## config.mk

```make
export PLATFORM = sky130hd
export DESIGN_NAME = led_pattern_gen
export DESIGN_NICKNAME = d
export VERILOG_FILES = /design/src/rtl/led_pattern_gen.sv
export SDC_FILE = /design/constraint.sdc
export NUM_CORES = 1
export LEC_CHECK = 0
export BUFFER_PORTS_ARGS = -buffer_cell sky130_fd_sc_hd__buf_2
export CORE_MARGIN = 1.5
export CORE_UTILIZATION = 53
export DETAILED_ROUTE_END_ITERATION = 10
export PLACE_DENSITY = 0.77
export SKIP_LAST_GASP = 1
export SYNTH_ARGS = -nofsm -noshare
export SYNTH_HDL_FRONTEND = slang
export SYNTH_SLANG_ARGS = --single-unit
export TNS_END_PERCENT = 50
```

## constraint.sdc

```tcl
create_clock -name clk -period 3.69 [get_ports clk]
set_input_delay 0.5535 -clock clk [delete_from_list [all_inputs] [get_ports clk]]
set_output_delay 0.5535 -clock clk [all_outputs]
set_load 0.05 [all_outputs]
```

## src/rtl/led_pattern_gen.sv

```systemverilog
`default_nettype none
// ============================================================================
// Module   : led_pattern_gen
// Brief    : Prescaled LED pattern sequencer (rotate right/left, bounce, hold)
// Revision : 1.0 - initial release
// ============================================================================
module led_pattern_gen #(
    parameter int WIDTH = 4,
    parameter int DIV_W = 24
) (
    input  logic             clk,
    input  logic             reset,
    input  logic             en,
    input  logic [1:0]       mode,
    input  logic [DIV_W-1:0] div,
    input  logic             load,
    input  logic [WIDTH-1:0] load_val,
    output logic [WIDTH-1:0] led,
    output logic             step,
    output logic             dir
);

    localparam logic [1:0]       c_MODE_ROR    = 2'b00;
    localparam logic [1:0]       c_MODE_ROL    = 2'b01;
    localparam logic [1:0]       c_MODE_BOUNCE = 2'b10;
    localparam logic [WIDTH-1:0] c_LED_MSB     = {1'b1, {(WIDTH-1){1'b0}}};
    localparam logic [DIV_W-1:0] c_CNT_ONE     = 1;

    logic [DIV_W-1:0] r_cnt;
    logic [WIDTH-1:0] r_led;
    logic             r_step;
    logic             r_dir;

    logic             w_adv;
    logic [WIDTH-1:0] w_led_nxt;
    logic             w_dir_nxt;
    logic [WIDTH-1:0] w_load_pat;

    assign w_adv      = en && !load && (r_cnt == div);
    assign w_load_pat = (load_val == '0) ? c_LED_MSB : load_val;

    // Pattern produced by the next advance; the bounce reverses at whichever
    // end is lit and shifts away from it in the same step.
    always_comb begin
        w_led_nxt = r_led;
        w_dir_nxt = r_dir;
        case (mode)
            c_MODE_ROR: w_led_nxt = {r_led[0], r_led[WIDTH-1:1]};
            c_MODE_ROL: w_led_nxt = {r_led[WIDTH-2:0], r_led[WIDTH-1]};
            c_MODE_BOUNCE: begin
                if (r_led[0] && r_led[WIDTH-1]) begin
                    w_dir_nxt = ~r_dir;
                end else if (!r_dir) begin
                    if (r_led[0]) begin
                        w_dir_nxt = 1'b1;
                        w_led_nxt = r_led << 1;
                    end else begin
                        w_led_nxt = r_led >> 1;
                    end
                end else begin
                    if (r_led[WIDTH-1]) begin
                        w_dir_nxt = 1'b0;
                        w_led_nxt = r_led >> 1;
                    end else begin
                        w_led_nxt = r_led << 1;
                    end
                end
            end
            default: w_led_nxt = r_led;
        endcase
    end

    always_ff @(posedge clk or negedge reset) begin
        if (!reset) begin
            r_cnt  <= '0;
            r_led  <= c_LED_MSB;
            r_step <= 1'b0;
            r_dir  <= 1'b0;
        end else if (load) begin
            r_cnt  <= '0;
            r_led  <= w_load_pat;
            r_step <= 1'b0;
            r_dir  <= 1'b0;
        end else begin
            r_step <= w_adv;
            if (en) begin
                r_cnt <= (r_cnt == div) ? '0 : r_cnt + c_CNT_ONE;
            end
            if (w_adv) begin
                r_led <= w_led_nxt;
                r_dir <= w_dir_nxt;
            end
        end
    end

    assign led  = r_led;
    assign step = r_step;
    assign dir  = r_dir;

endmodule
`default_nettype wire

```

# After elaboration in Yosys (flattened, before gate mapping)
# Index checks and enable logic that the tools add are counted.
# classes
addsub	1
n_eq_ne	4
mux	19
bitwise_logic	1
n_reduce_logical	12
# op_table
operator	n
two-way mux 24 bit	3
two-way mux 4 bit	7
adder 24 x 1 -> 24 bit (second input constant)	1
equality test 24 bit	1
one-hot mux 4 bit (3 select lines)	1
two-way mux 1 bit	8
nonzero test 2 bit	3
zero test 4 bit	1
nonzero test 4 bit	1
logical AND 1 bit	3
inequality test 3 bit (second input constant)	1
AND reduction 3 bit	1
equality test 2 x 1 -> 1 bit (second input constant)	1
equality test 2 bit (second input constant)	1
zero test 2 bit	1
AND reduction 2 bit	1
zero test 1 bit	1
NOT 1 bit	1
# totals
ff_bits	30
in_bits	34
out_inout_bits	6
elab_cells	41

# Logic depth before layout (Yosys ltp)
# depth
word_depth	6
depth_mapped	8
mapped_depth_nobuf	7

# Worst setup path after synthesis
# Ideal clock, no wire load.
# synth_timing
path_kind	input -> register
start	in div[17]
end	reg r_cnt[2]
setup_ns	0.118
t_arrival_ns	1.803
required_time_ns	3.572
slack_ns	1.769
stages	7
n_path_buf	1
path_cell_list	xor2_1 -> nor4_1 -> nand4_2 -> o21ai_4 -> buf_6 -> o22ai_1 -> a21o_1
# synth_between
elab_chain_cells	4
# synth_rtl
item	line	text
from (decl)	15	input logic [DIV_W-1:0] div,
equality test 24 bit	87	r_cnt <= (r_cnt == div) ? '0 : r_cnt + c_CNT_ONE;
two-way mux 24 bit	87	
two-way mux 24 bit	86	if (en) begin
two-way mux 24 bit	79	end else if (load) begin
to (signal assigned)	87	
to (decl)	29	logic [DIV_W-1:0] r_cnt;
# No other way between the ends. The select of a mux whose other input is x is not followed.
# A chain may end at the register's enable or synchronous reset.

# Final worst setup path
# layout_timing
start	reg r_cnt[12]
end	reg r_cnt[15]
# layout_between
elab_chain_cells	4
word_cells_on_any_way	5
cone_classes	add/sub: 1; eq/ne: 1; mux: 3
# layout_rtl
item	line
adder 24 x 1 -> 24 bit / equality test 24 bit (equally long branches)	87
two-way mux 24 bit (*)	87
two-way mux 24 bit (*)	86
two-way mux 24 bit (*)	79
# Every way passes the cells marked *; elsewhere a longest branch is shown, timed or not. The select of a mux whose other input is x is not followed.

==> metrics.csv <==
metric;value;unit
arrival;2.48;ns
post_cts_buffers;0;
power_density;316;nW/um2
wl;5070;um
synth-seq-cells;30;
die_y;66.9;um
drt-initial-drc-count;149;
p_leak;1.08;nW
placementRows;23;
synth_async_sr_flop_share;100;%
hpwl;3640;um
routedWlPerCell;15.0;um
ant_nets;0;
grt_pass1_wl;8640;um
gp_congestion;0.900;
stdcell_count;337;
yosysSeqAreaShare;34.7;%
synth_flop_cell;dfrtp_1;
die-area;4480;um2
synth_cell_type_count;45;
relSlewSlack;37.2;%
drc;0;
numClockSinks;30;
tightestPinTransition;0.941;ns
hold_buffers;0;
layout-drive-gt1-share;20.9;%
cts_buffers;5;
crit_fanout;23;
cp-start-kind;flop;
fin_crit_sh;62.3;%
critical_path_required;3.87;ns
avgSynthCellArea;8.46;um2
vdd_drop_max;0.000197;V
synthCells;256;
num_antenna_cells;0;
clock_latency;0.29;ns
status;finished clean;
dpl.cell_count;329;
grt_pass1_vias;1922;
antenna_found_initial;0;
vias;2020;
clockRootBuffer;clkbuf_8;
rsz0062_at_grt;no;
grt_usage;25.4;%
finalNetCount;324;
cts_buffer_depth;2;
clock_skew;0.00565;ns
final_cell_mix;39 x buf_2, 33 x nand2_1, 29 x dfrtp_1, 24 x xor2_1, 17 x nand3_1;
hold_violations;0;
max-cap-violations;0;
portBuffers;39;
viasPerCell;5.99;
fmax;0.435;GHz
synth-edff-count;0;
core;3970;um2
htree_levels;2;
ios;40;
period_needed;2.30;ns
cts_resized;0;
globalRoute.totalOverflow;0;
cts_tree;yes;
final_common_cell;buf_2;
syn_to_final_growth;12.4;%
critical_path_class;flop to flop;
grt_max_degree;31;
fillers;384;
finalSetupViolations;0;
slew_violations;0;
start_util;54.5;%
firstDrtPassIters;4;
synth_nets;294;
clk_pin_slew_worst_paths;0.06;ns
yosys_warnings;0;
synthesis.area;2160;um2
fp.dieW;66.9;um
hold_path.class;input port to asynchronous set/reset pin;
setup.worst_path.end_class;flop;
tns;0;ns
==> flip-flops by register name, summed over array words and instances, names as in the netlist <==
name   cells
led        4
dir        1
r_cnt     24
step       1
==> through the flow <==
stage	power (mW)	area [um2]	setup WS (ns)	hold WS (ns)	utilization, %
2_1_floorplan	0.417	2160	1.77	0.258	-
3_3_place_gp	0.458	2320	1.32	0.531	58.5
3_5_place_dp	0.459	2320	1.26	0.539	58.5
4_1_cts	0.776	2430	1.41	0.328	61.3
5_1_grt	0.801	2430	1.20	0.369	61.3
6_report	0.769	2430	1.39	0.300	61.3
==> routing by layer <==
layer  vias to the layer above  global-route usage (%)  wire [um]
li1                        992                       -          -
met1                       960                    33.2       2370
met2                        60                    41.6       2380
met3                         8                    5.07        244
met4                         0                    9.18         74
met5                         -                       0          0
==> layout make-up <==
cell class | count | area [um2] | area share, %
tap | 50 | 62.6 | 2.57
clock buffer | 8 | 110 | 4.52
inverter | 16 | 60.1 | 2.47
multi-input combinational | 194 | 1250 | 51.5
timing repair buffer | 39 | 195 | 8.02
sequential | 30 | 752 | 30.9
==> path summary, 6_finish.rpt <==
| kind | startpoint | to | slack (ns) | cells past startpoint |
|---|---|---|---|---|
| max | r_cnt[12] | r_cnt[15] | 1.39 | 6 |
| min | reset | r_cnt[23] | 0.30 | 1 |
| max reg2reg | r_cnt[12] | r_cnt[15] | 1.39 | 6 |
| min reg2reg | r_cnt[7] | r_cnt[7] | 0.54 | 1 |
| max in group asynchronous | reset | r_cnt[20] | 2.94 | 1 |
| min in group clk | load_val[0] | led[0] | 0.52 | 3 |
==> power by group <==
group	total (mW)	leakage [nW]	internal (mW)	switching (mW)
sequential	0.344	0.409	0.336	0.00792
clock	0.315	0.0575	0.188	0.127
combinational	0.110	0.615	0.0383	0.0716
==> critical path, cell delays in order (launching register included) <==
cell,delay [ns]
dfrtp_1,0.46
xor2_1,0.22
nor4_1,0.34
nand4_2,0.22
o21a_1,0.51
a21o_1,0.28
a21o_1,0.17
==> kinds of logic after synthesis <==
logic type	synth area share, %
AOI/OAI and AO/OA	18.9
xor gates and xnor gates	9.71
adders and majority gates	2.31
buffers and inverters	7.46
DFF	34.7
muxes	0.462
and+or+nand+nor	26.4
==> cells in the mapped netlist, types with 2 or more instances <==
master / n / area share [%]
a21o_1: 4 / 1.4
nand4_1: 12 / 3.5
nand2_1: 33 / 5.7
a21oi_1: 12 / 2.8
clkbuf_1: 5 / 0.87
nor4_1: 6 / 1.7
xor2_1: 24 / 9.7
inv_1: 16 / 2.8
nor4_2: 3 / 1.7
nor3_1: 7 / 1.6
nand3_1: 17 / 3.9
buf_6: 4 / 2.1
buf_2: 6 / 1.4
or3_1: 7 / 2.0
ha_1: 4 / 2.3
o21ai_0: 12 / 2.8
o311ai_1: 6 / 2.4
or2_1: 3 / 0.87
o32ai_1: 2 / 0.81
o311ai_0: 7 / 2.8
nand2b_1: 2 / 0.58
o22ai_1: 2 / 0.58
o31a_1: 3 / 1.2
nor2_1: 7 / 1.2
or2_2: 3 / 0.87
dfrtp_1: 29 / 34
o21a_1: 2 / 0.69
Note: power is estimated with default switching activity, not from simulation.
